[config.mk]
export PLATFORM = sky130hd
export DESIGN_NAME = mem_port_arbiter_flat
export DESIGN_NICKNAME = d
export VERILOG_FILES = /design/src/rtl/mem_port_arbiter_if.sv /design/src/rtl/mem_port_arbiter.sv /design/src/flat_wrapper.sv
export SDC_FILE = /design/constraint.sdc
export NUM_CORES = 1
export LEC_CHECK = 0
export CORE_ASPECT_RATIO = 0.75
export CORE_UTILIZATION = 35
export CTS_CLUSTER_DIAMETER = 30
export DETAILED_ROUTE_END_ITERATION = 8
export GPL_TIMING_DRIVEN = 0
export PLACE_DENSITY_LB_ADDON = 0.1
export SLEW_MARGIN = 0
export SYNTH_ARGS = -nofsm -noshare
export SYNTH_HDL_FRONTEND = slang
export SYNTH_SLANG_ARGS = --single-unit
export TNS_END_PERCENT = 5
[constraint.sdc]
create_clock -name clk -period 8.55 [get_ports clk]
set_input_delay 1.71 -clock clk [delete_from_list [all_inputs] [get_ports clk]]
set_output_delay 1.71 -clock clk [all_outputs]
set_load 0.005 [all_outputs]
[src/rtl/mem_port_arbiter_if.sv]
// Bus bundle between the IF / EX_MEM stages, the shared memory port and the
// arbiter. The arbiter connects through the slave modport; the surrounding
// pipeline and memory model connect through the master modport.
interface mem_port_arbiter_if;
  logic        if_req;
  logic [31:0] if_addr;
  logic        if_flush;
  logic        if_gnt;
  logic        if_rvalid;
  logic [31:0] if_rdata;

  logic        d_req;
  logic        d_we;
  logic [31:0] d_addr;
  logic [63:0] d_wdata;
  logic        d_gnt;
  logic        d_rvalid;
  logic [63:0] d_rdata;

  logic        m_en;
  logic        m_we;
  logic [31:0] m_addr;
  logic [63:0] m_wdata;
  logic [63:0] m_rdata;

  logic        busy;

  modport slave (
    input  if_req, if_addr, if_flush,
    output if_gnt, if_rvalid, if_rdata,
    input  d_req, d_we, d_addr, d_wdata,
    output d_gnt, d_rvalid, d_rdata,
    output m_en, m_we, m_addr, m_wdata,
    input  m_rdata,
    output busy
  );

  modport master (
    output if_req, if_addr, if_flush,
    input  if_gnt, if_rvalid, if_rdata,
    output d_req, d_we, d_addr, d_wdata,
    input  d_gnt, d_rvalid, d_rdata,
    input  m_en, m_we, m_addr, m_wdata,
    output m_rdata,
    input  busy
  );
endinterface

[src/rtl/mem_port_arbiter.sv]
// Serialises instruction fetch and data load/store traffic onto the single
// fixed-latency memory port. Data has priority; a streak counter forces a
// fetch grant after MAX_STREAK back-to-back data grants with fetch waiting.
//
// state   | meaning
// --------+-------------------------------------------------------------
// S_IDLE  | port free; grant at most one pending requester this cycle
// S_ISSUE | m_en strobe with the registered command
// S_WAIT  | count down the memory latency; capture m_rdata at cnt==0
module mem_port_arbiter #(
  parameter int unsigned MEM_LAT    = 1,
  parameter int unsigned MAX_STREAK = 2
) (
  input logic              clk,
  input logic              reset,
  mem_port_arbiter_if.slave bus
);

  localparam int unsigned CNT_W = (MEM_LAT > 1) ? $clog2(MEM_LAT) : 1;
  localparam int unsigned STR_W = $clog2(MAX_STREAK + 1);
  localparam logic [CNT_W-1:0] CNT_INIT = CNT_W'(MEM_LAT - 1);
  localparam logic [STR_W-1:0] STR_MAX  = STR_W'(MAX_STREAK);

  typedef enum logic [1:0] {
    S_IDLE  = 2'd0,
    S_ISSUE = 2'd1,
    S_WAIT  = 2'd2
  } state_e;

  state_e            state_q, state_d;
  logic              owner_fetch_q, owner_fetch_d;
  logic              fetch_live_q, fetch_live_d;
  logic [STR_W-1:0]  streak_q, streak_d;
  logic [CNT_W-1:0]  cnt_q, cnt_d;
  logic [31:0]       addr_q, addr_d;
  logic              we_q, we_d;
  logic [63:0]       wdata_q, wdata_d;
  logic [31:0]       if_rdata_q, if_rdata_d;
  logic [63:0]       d_rdata_q, d_rdata_d;
  logic              if_rvalid_q, if_rvalid_d;
  logic              d_rvalid_q, d_rvalid_d;

  logic              fetch_wins;
  logic              if_gnt_c;
  logic              d_gnt_c;
  logic              issue;

  // Next-state, arbitration and response capture.
  always_comb begin
    state_d       = state_q;
    owner_fetch_d = owner_fetch_q;
    fetch_live_d  = fetch_live_q;
    streak_d      = streak_q;
    cnt_d         = cnt_q;
    addr_d        = addr_q;
    we_d          = we_q;
    wdata_d       = wdata_q;
    if_rdata_d    = if_rdata_q;
    d_rdata_d     = d_rdata_q;
    if_rvalid_d   = 1'b0;
    d_rvalid_d    = 1'b0;
    if_gnt_c      = 1'b0;
    d_gnt_c       = 1'b0;

    // Fetch only beats a competing data request once the streak saturates.
    fetch_wins = bus.if_req && (!bus.d_req || (streak_q == STR_MAX));

    case (state_q)
      S_IDLE: begin
        if (bus.if_req || bus.d_req) begin
          state_d = S_ISSUE;
          if (fetch_wins) begin
            if_gnt_c      = 1'b1;
            owner_fetch_d = 1'b1;
            // A flush coinciding with the grant already kills this fetch.
            fetch_live_d  = !bus.if_flush;
            addr_d        = bus.if_addr;
            we_d          = 1'b0;
            wdata_d       = '0;
          end else begin
            d_gnt_c       = 1'b1;
            owner_fetch_d = 1'b0;
            fetch_live_d  = 1'b0;
            addr_d        = bus.d_addr;
            we_d          = bus.d_we;
            wdata_d       = bus.d_wdata;
          end
        end
      end

      S_ISSUE: begin
        state_d = S_WAIT;
        cnt_d   = CNT_INIT;
        if (bus.if_flush) begin
          fetch_live_d = 1'b0;
        end
      end

      S_WAIT: begin
        if (bus.if_flush) begin
          fetch_live_d = 1'b0;
        end
        if (cnt_q == '0) begin
          state_d = S_IDLE;
          if (owner_fetch_q) begin
            if (fetch_live_q && !bus.if_flush) begin
              if_rvalid_d = 1'b1;
              if_rdata_d  = bus.m_rdata[31:0];
            end
            fetch_live_d = 1'b0;
          end else begin
            // Stores are acknowledged but leave the load data untouched.
            d_rvalid_d = 1'b1;
            if (!we_q) begin
              d_rdata_d = bus.m_rdata;
            end
          end
        end else begin
          cnt_d = cnt_q - CNT_W'(1);
        end
      end

      default: begin
        state_d = S_IDLE;
      end
    endcase

    if (!bus.if_req || if_gnt_c) begin
      streak_d = '0;
    end else if (d_gnt_c && (streak_q != STR_MAX)) begin
      streak_d = streak_q + STR_W'(1);
    end
  end

  // State and datapath registers; reset drops any in-flight response.
  always_ff @(posedge clk or posedge reset) begin
    if (reset) begin
      state_q       <= S_IDLE;
      owner_fetch_q <= 1'b0;
      fetch_live_q  <= 1'b0;
      streak_q      <= '0;
      cnt_q         <= '0;
      addr_q        <= '0;
      we_q          <= 1'b0;
      wdata_q       <= '0;
      if_rdata_q    <= '0;
      d_rdata_q     <= '0;
      if_rvalid_q   <= 1'b0;
      d_rvalid_q    <= 1'b0;
    end else begin
      state_q       <= state_d;
      owner_fetch_q <= owner_fetch_d;
      fetch_live_q  <= fetch_live_d;
      streak_q      <= streak_d;
      cnt_q         <= cnt_d;
      addr_q        <= addr_d;
      we_q          <= we_d;
      wdata_q       <= wdata_d;
      if_rdata_q    <= if_rdata_d;
      d_rdata_q     <= d_rdata_d;
      if_rvalid_q   <= if_rvalid_d;
      d_rvalid_q    <= d_rvalid_d;
    end
  end

  assign issue = (state_q == S_ISSUE);

  assign bus.if_gnt    = if_gnt_c;
  assign bus.d_gnt     = d_gnt_c;
  assign bus.if_rvalid = if_rvalid_q;
  assign bus.if_rdata  = if_rdata_q;
  assign bus.d_rvalid  = d_rvalid_q;
  assign bus.d_rdata   = d_rdata_q;
  assign bus.m_en      = issue;
  assign bus.m_we      = issue && we_q;
  assign bus.m_addr    = addr_q;
  assign bus.m_wdata   = issue ? wdata_q : '0;
  assign bus.busy      = (state_q != S_IDLE);

endmodule

[src/flat_wrapper.sv]
// flat-port wrapper written by rule: the top's interface ports become plain ports
module mem_port_arbiter_flat 
#(
  parameter int unsigned MEM_LAT    = 1,
  parameter int unsigned MAX_STREAK = 2
)
  (clk, reset, bus_if_req, bus_if_addr, bus_if_flush, bus_if_gnt, bus_if_rvalid, bus_if_rdata, bus_d_req, bus_d_we, bus_d_addr, bus_d_wdata, bus_d_gnt, bus_d_rvalid, bus_d_rdata, bus_m_en, bus_m_we, bus_m_addr, bus_m_wdata, bus_m_rdata, bus_busy);
  mem_port_arbiter_if bus_i ();
  input logic clk;
  input logic reset;
  input wire logic [$bits(bus_i.if_req)-1:0] bus_if_req;
  input wire logic [$bits(bus_i.if_addr)-1:0] bus_if_addr;
  input wire logic [$bits(bus_i.if_flush)-1:0] bus_if_flush;
  output wire logic [$bits(bus_i.if_gnt)-1:0] bus_if_gnt;
  output wire logic [$bits(bus_i.if_rvalid)-1:0] bus_if_rvalid;
  output wire logic [$bits(bus_i.if_rdata)-1:0] bus_if_rdata;
  input wire logic [$bits(bus_i.d_req)-1:0] bus_d_req;
  input wire logic [$bits(bus_i.d_we)-1:0] bus_d_we;
  input wire logic [$bits(bus_i.d_addr)-1:0] bus_d_addr;
  input wire logic [$bits(bus_i.d_wdata)-1:0] bus_d_wdata;
  output wire logic [$bits(bus_i.d_gnt)-1:0] bus_d_gnt;
  output wire logic [$bits(bus_i.d_rvalid)-1:0] bus_d_rvalid;
  output wire logic [$bits(bus_i.d_rdata)-1:0] bus_d_rdata;
  output wire logic [$bits(bus_i.m_en)-1:0] bus_m_en;
  output wire logic [$bits(bus_i.m_we)-1:0] bus_m_we;
  output wire logic [$bits(bus_i.m_addr)-1:0] bus_m_addr;
  output wire logic [$bits(bus_i.m_wdata)-1:0] bus_m_wdata;
  input wire logic [$bits(bus_i.m_rdata)-1:0] bus_m_rdata;
  output wire logic [$bits(bus_i.busy)-1:0] bus_busy;
  assign bus_i.if_req = bus_if_req;
  assign bus_i.if_addr = bus_if_addr;
  assign bus_i.if_flush = bus_if_flush;
  assign bus_if_gnt = bus_i.if_gnt;
  assign bus_if_rvalid = bus_i.if_rvalid;
  assign bus_if_rdata = bus_i.if_rdata;
  assign bus_i.d_req = bus_d_req;
  assign bus_i.d_we = bus_d_we;
  assign bus_i.d_addr = bus_d_addr;
  assign bus_i.d_wdata = bus_d_wdata;
  assign bus_d_gnt = bus_i.d_gnt;
  assign bus_d_rvalid = bus_i.d_rvalid;
  assign bus_d_rdata = bus_i.d_rdata;
  assign bus_m_en = bus_i.m_en;
  assign bus_m_we = bus_i.m_we;
  assign bus_m_addr = bus_i.m_addr;
  assign bus_m_wdata = bus_i.m_wdata;
  assign bus_i.m_rdata = bus_m_rdata;
  assign bus_busy = bus_i.busy;
  mem_port_arbiter #(.MEM_LAT(MEM_LAT), .MAX_STREAK(MAX_STREAK)) u_core (.clk(clk), .reset(reset), .bus(bus_i));
endmodule
==> run metrics <==
status=finished with violations; failing checks=design-rule violations; die area=0.0242 sq mm; Slowest cell on crit path=clkdlybuf4s50_1; Detailed Route Iter0 Violations=~310; clock skew=a little over 20 ps; root buffer cell=clkbuf_16; Combinational Power Share=37.8%; CP startpoint kind=primary input; RSZ-0062 raised after global routing=no; number of global-route vias before repair=7068; Crit. End Element=primary output; Seq. cell area=0.00503 sq mm; Slew @ Worst Pin=632 ps; initial core utilization=between 30% and 40%; Synth-to-Final Area Change=70.1%; max-cap check violation count=0; Synth area leader=dfrtp_1; post-DP HPWL=19300 um; reg-to-reg slack, setup=6520 ps; most frequent cells in the layout=396 x clkdlybuf4s50_1, 201 x dfrtp_1, 97 x mux2_2, 65 x a22o_1, 65 x and2_1; area of the multi-input gates=0.00292 sq mm; number of synthesized flops with an enable pin=0; Power, Total=roughly 0.005 W; worst rel slew slack=57.8%; DR pass1 iterations=7; I/O pin count=397; Syn Area/Cell=12.8 sq um; family with the most delay on the worst path=buffers and inverters; Chip Height=~130 um; hold_buf cts=0; Nets=1288; synth unique cells=29; most common cell after layout, fill and taps aside=clkdlybuf4s50_1; PD cells=about 360 mW/mm^2; Worst Path Arrival=3640 ps; total gr overflow=0; Net Sw Frac=between 20% and 30%; Vias per Instance=4.76; WS Path Type=primary input to primary output; fin. max-slew vios=0; total track usage=21.8%; CTS tree=built; row count=48; first-pass GRT wire length=40400 um; FILL cells=between 1500 and 2000; Net Count, Synth=847; critical-path cell list=clkdlybuf4s50_1 -> nand2b_1 -> buf_2 -> a21oi_2 -> buf_2 -> clkdlybuf4s50_1; WP data required=about 6800 ps; H-Tree Depth=2; Avg WL per Cell=~19 um; cts bufs inserted=42; pin count of the biggest net entering global routing=approximately 120; Synth area leaders=dfrtp_1 61%, mux2_2 13%, a22o_1 6.9%; ratio of cells with drive above 1 in the final layout=between 15 and 20%; clock-pin slew on the worst setup and hold paths=~50 ps; Clock Latency Late Sink=roughly 500 ps; post-CTS resize count=0; via count=around 6800; crit-path max cell delay=570 ps; area fraction of the dominant cell type after synthesis=between 60% and 70%; DRC violations left=40; Max Freq=0.187 GHz; VDD IR max=roughly 0.18 mV; Post-Syn Instances=644; Max FO, Critical Path=10; Longest Clk Path Bufs=3; main flop type after synthesis=dfrtp_1; Setup Buffers After CTS=0; setup TNS=0 ps; Sink Count=201; drt total wl=around 27000 um; design area=~0.014 sq mm; final worst path period need=approximately 5400 ps; Buf+Inv Stages, Crit Path=4; Seq/Total Area, Yosys=61.0%; final hold vios=0; hold slack=approximately 500 ps; Final GP Congestion=0.802; Seq pwr share=between 30% and 40%; Die X=~180 um; dpl cell area=about 0.013 sq mm; initial antenna violation count=1; clock power share=a little under a third; fraction of registers with async set/reset=100%; Pleak=around 6 nW; Mapped Area=0.00825 sq mm; P_sw=between 0.001 and 0.0015 W; Int Power=approximately 0.0036 W; Yosys reg bits=201; fin util=60.8%; total number of yosys warnings=0; Setup violations, final=0; Detail Route Antenna Nets=0; input/output buffers=approximately 400; fin crit share=between 60% and 70%; Hold Crit Class=register to register; Core Area=0.0231 sq mm
-- through the flow --
stage	setup slack [ps]	std cells
2_1_floorplan	1360	644
3_3_place_gp	-1730	1340
3_5_place_dp	3220	1341
4_1_cts	3220	1418
5_1_grt	3120	1419
6_report	3200	1419
-- worst register-to-register path, delay by kind of cell (launching register included) --
| family | cells | cell delay, ps |
|---|---|---|
| adders and majority gates | 1 | 160 |
| buffers and inverters | 3 | 630 |
| DFF | 1 | 410 |
| muxes | 1 | 360 |
| and+or+nand+nor | 2 | 340 |
-- sequential cells by signal, indices dropped and copies added, names as in the netlist --
signal / flops
u_core.fetch_live_q: 1
u_core.streak_q: 2
u_core.we_q: 1
u_core.state_q: 2
u_core.owner_fetch_q: 1
u_core.bus.m_addr: 32
u_core.bus.d_rdata: 64
u_core.bus.if_rdata: 32
u_core.wdata_q: 64
u_core.bus.d_rvalid: 1
u_core.bus.if_rvalid: 1
-- layout make-up --
class                      instances  area share (%)
antenna                            1          0.0178
buffer                            51            1.89
clock buffer                      57            8.62
clock inverter                    20            1.41
inverter                           7           0.241
multi-input combinational        385            20.8
sequential                       201            35.9
tap                              300            2.68
timing repair buffer             397            28.5
-- cells in the mapped netlist, types with 7 or more instances --
cell        n
a21oi_1    33
a22o_1     65
a31oi_1    32
and2_1     65
buf_2      14
buf_4       7
clkbuf_1   26
dfrtp_1   201
inv_1       7
mux2_2     97
nor2_1     34
o21ai_0    30
-- power by group through the flow --
| stage | registers (W) | clock network, W | logic [W] |
|---|---|---|---|
| floorplan | 0.00160 | 0 | 0.000820 |
| detailed placement | 0.00160 | 0 | 0.00196 |
| global route | 0.00165 | 0.00167 | 0.00210 |
| global placement | 0.00159 | 0 | 0.00194 |
| CTS | 0.00159 | 0.00162 | 0.00197 |
| finish | 0.00159 | 0.00159 | 0.00193 |
-- per-layer routing --
| layer | wire length, um | vias to the layer above | track usage (%) |
|---|---|---|---|
| li1 | - | 3201 | - |
| met3 | 2580 | 37 | 7.57 |
| met2 | 12700 | 251 | 35.6 |
| met5 | 0 | - | 0 |
| met4 | 563 | 0 | 6.30 |
| met1 | 10800 | 3266 | 27.3 |
-- worst paths after layout --
check                                      from                endpoint  depth (start not counted)
setup / recovery                      bus_d_req               bus_d_gnt                          6
hold / removal             u_core.owner_fetch_q     u_core.bus.d_rvalid                          1
setup reg to reg              u_core.state_q[0]  u_core.bus.d_rdata[30]                          7
hold reg to reg            u_core.owner_fetch_q     u_core.bus.d_rvalid                          1
max in group asynchronous                 reset       u_core.state_q[1]                          3
min in group asynchronous                 reset  u_core.bus.d_rdata[61]                          2
-- cells by family (layout without fill, tap and decap cells) --
| group | after synthesis | in the layout | share of synthesized area [%] |
|---|---|---|---|
| other | 0 | 1 | 0 |
| adder cells (fa/ha/maj) | 5 | 5 | 0.759 |
| multiplexers | 97 | 97 | 13.2 |
| flip-flops | 201 | 201 | 61.0 |
| buffers and inverters | 58 | 532 | 3.54 |
| AND/OR/NAND/NOR | 114 | 114 | 7.54 |
| AO/OA/AOI/OAI | 169 | 169 | 13.9 |
(Power assumes the default switching activity.)
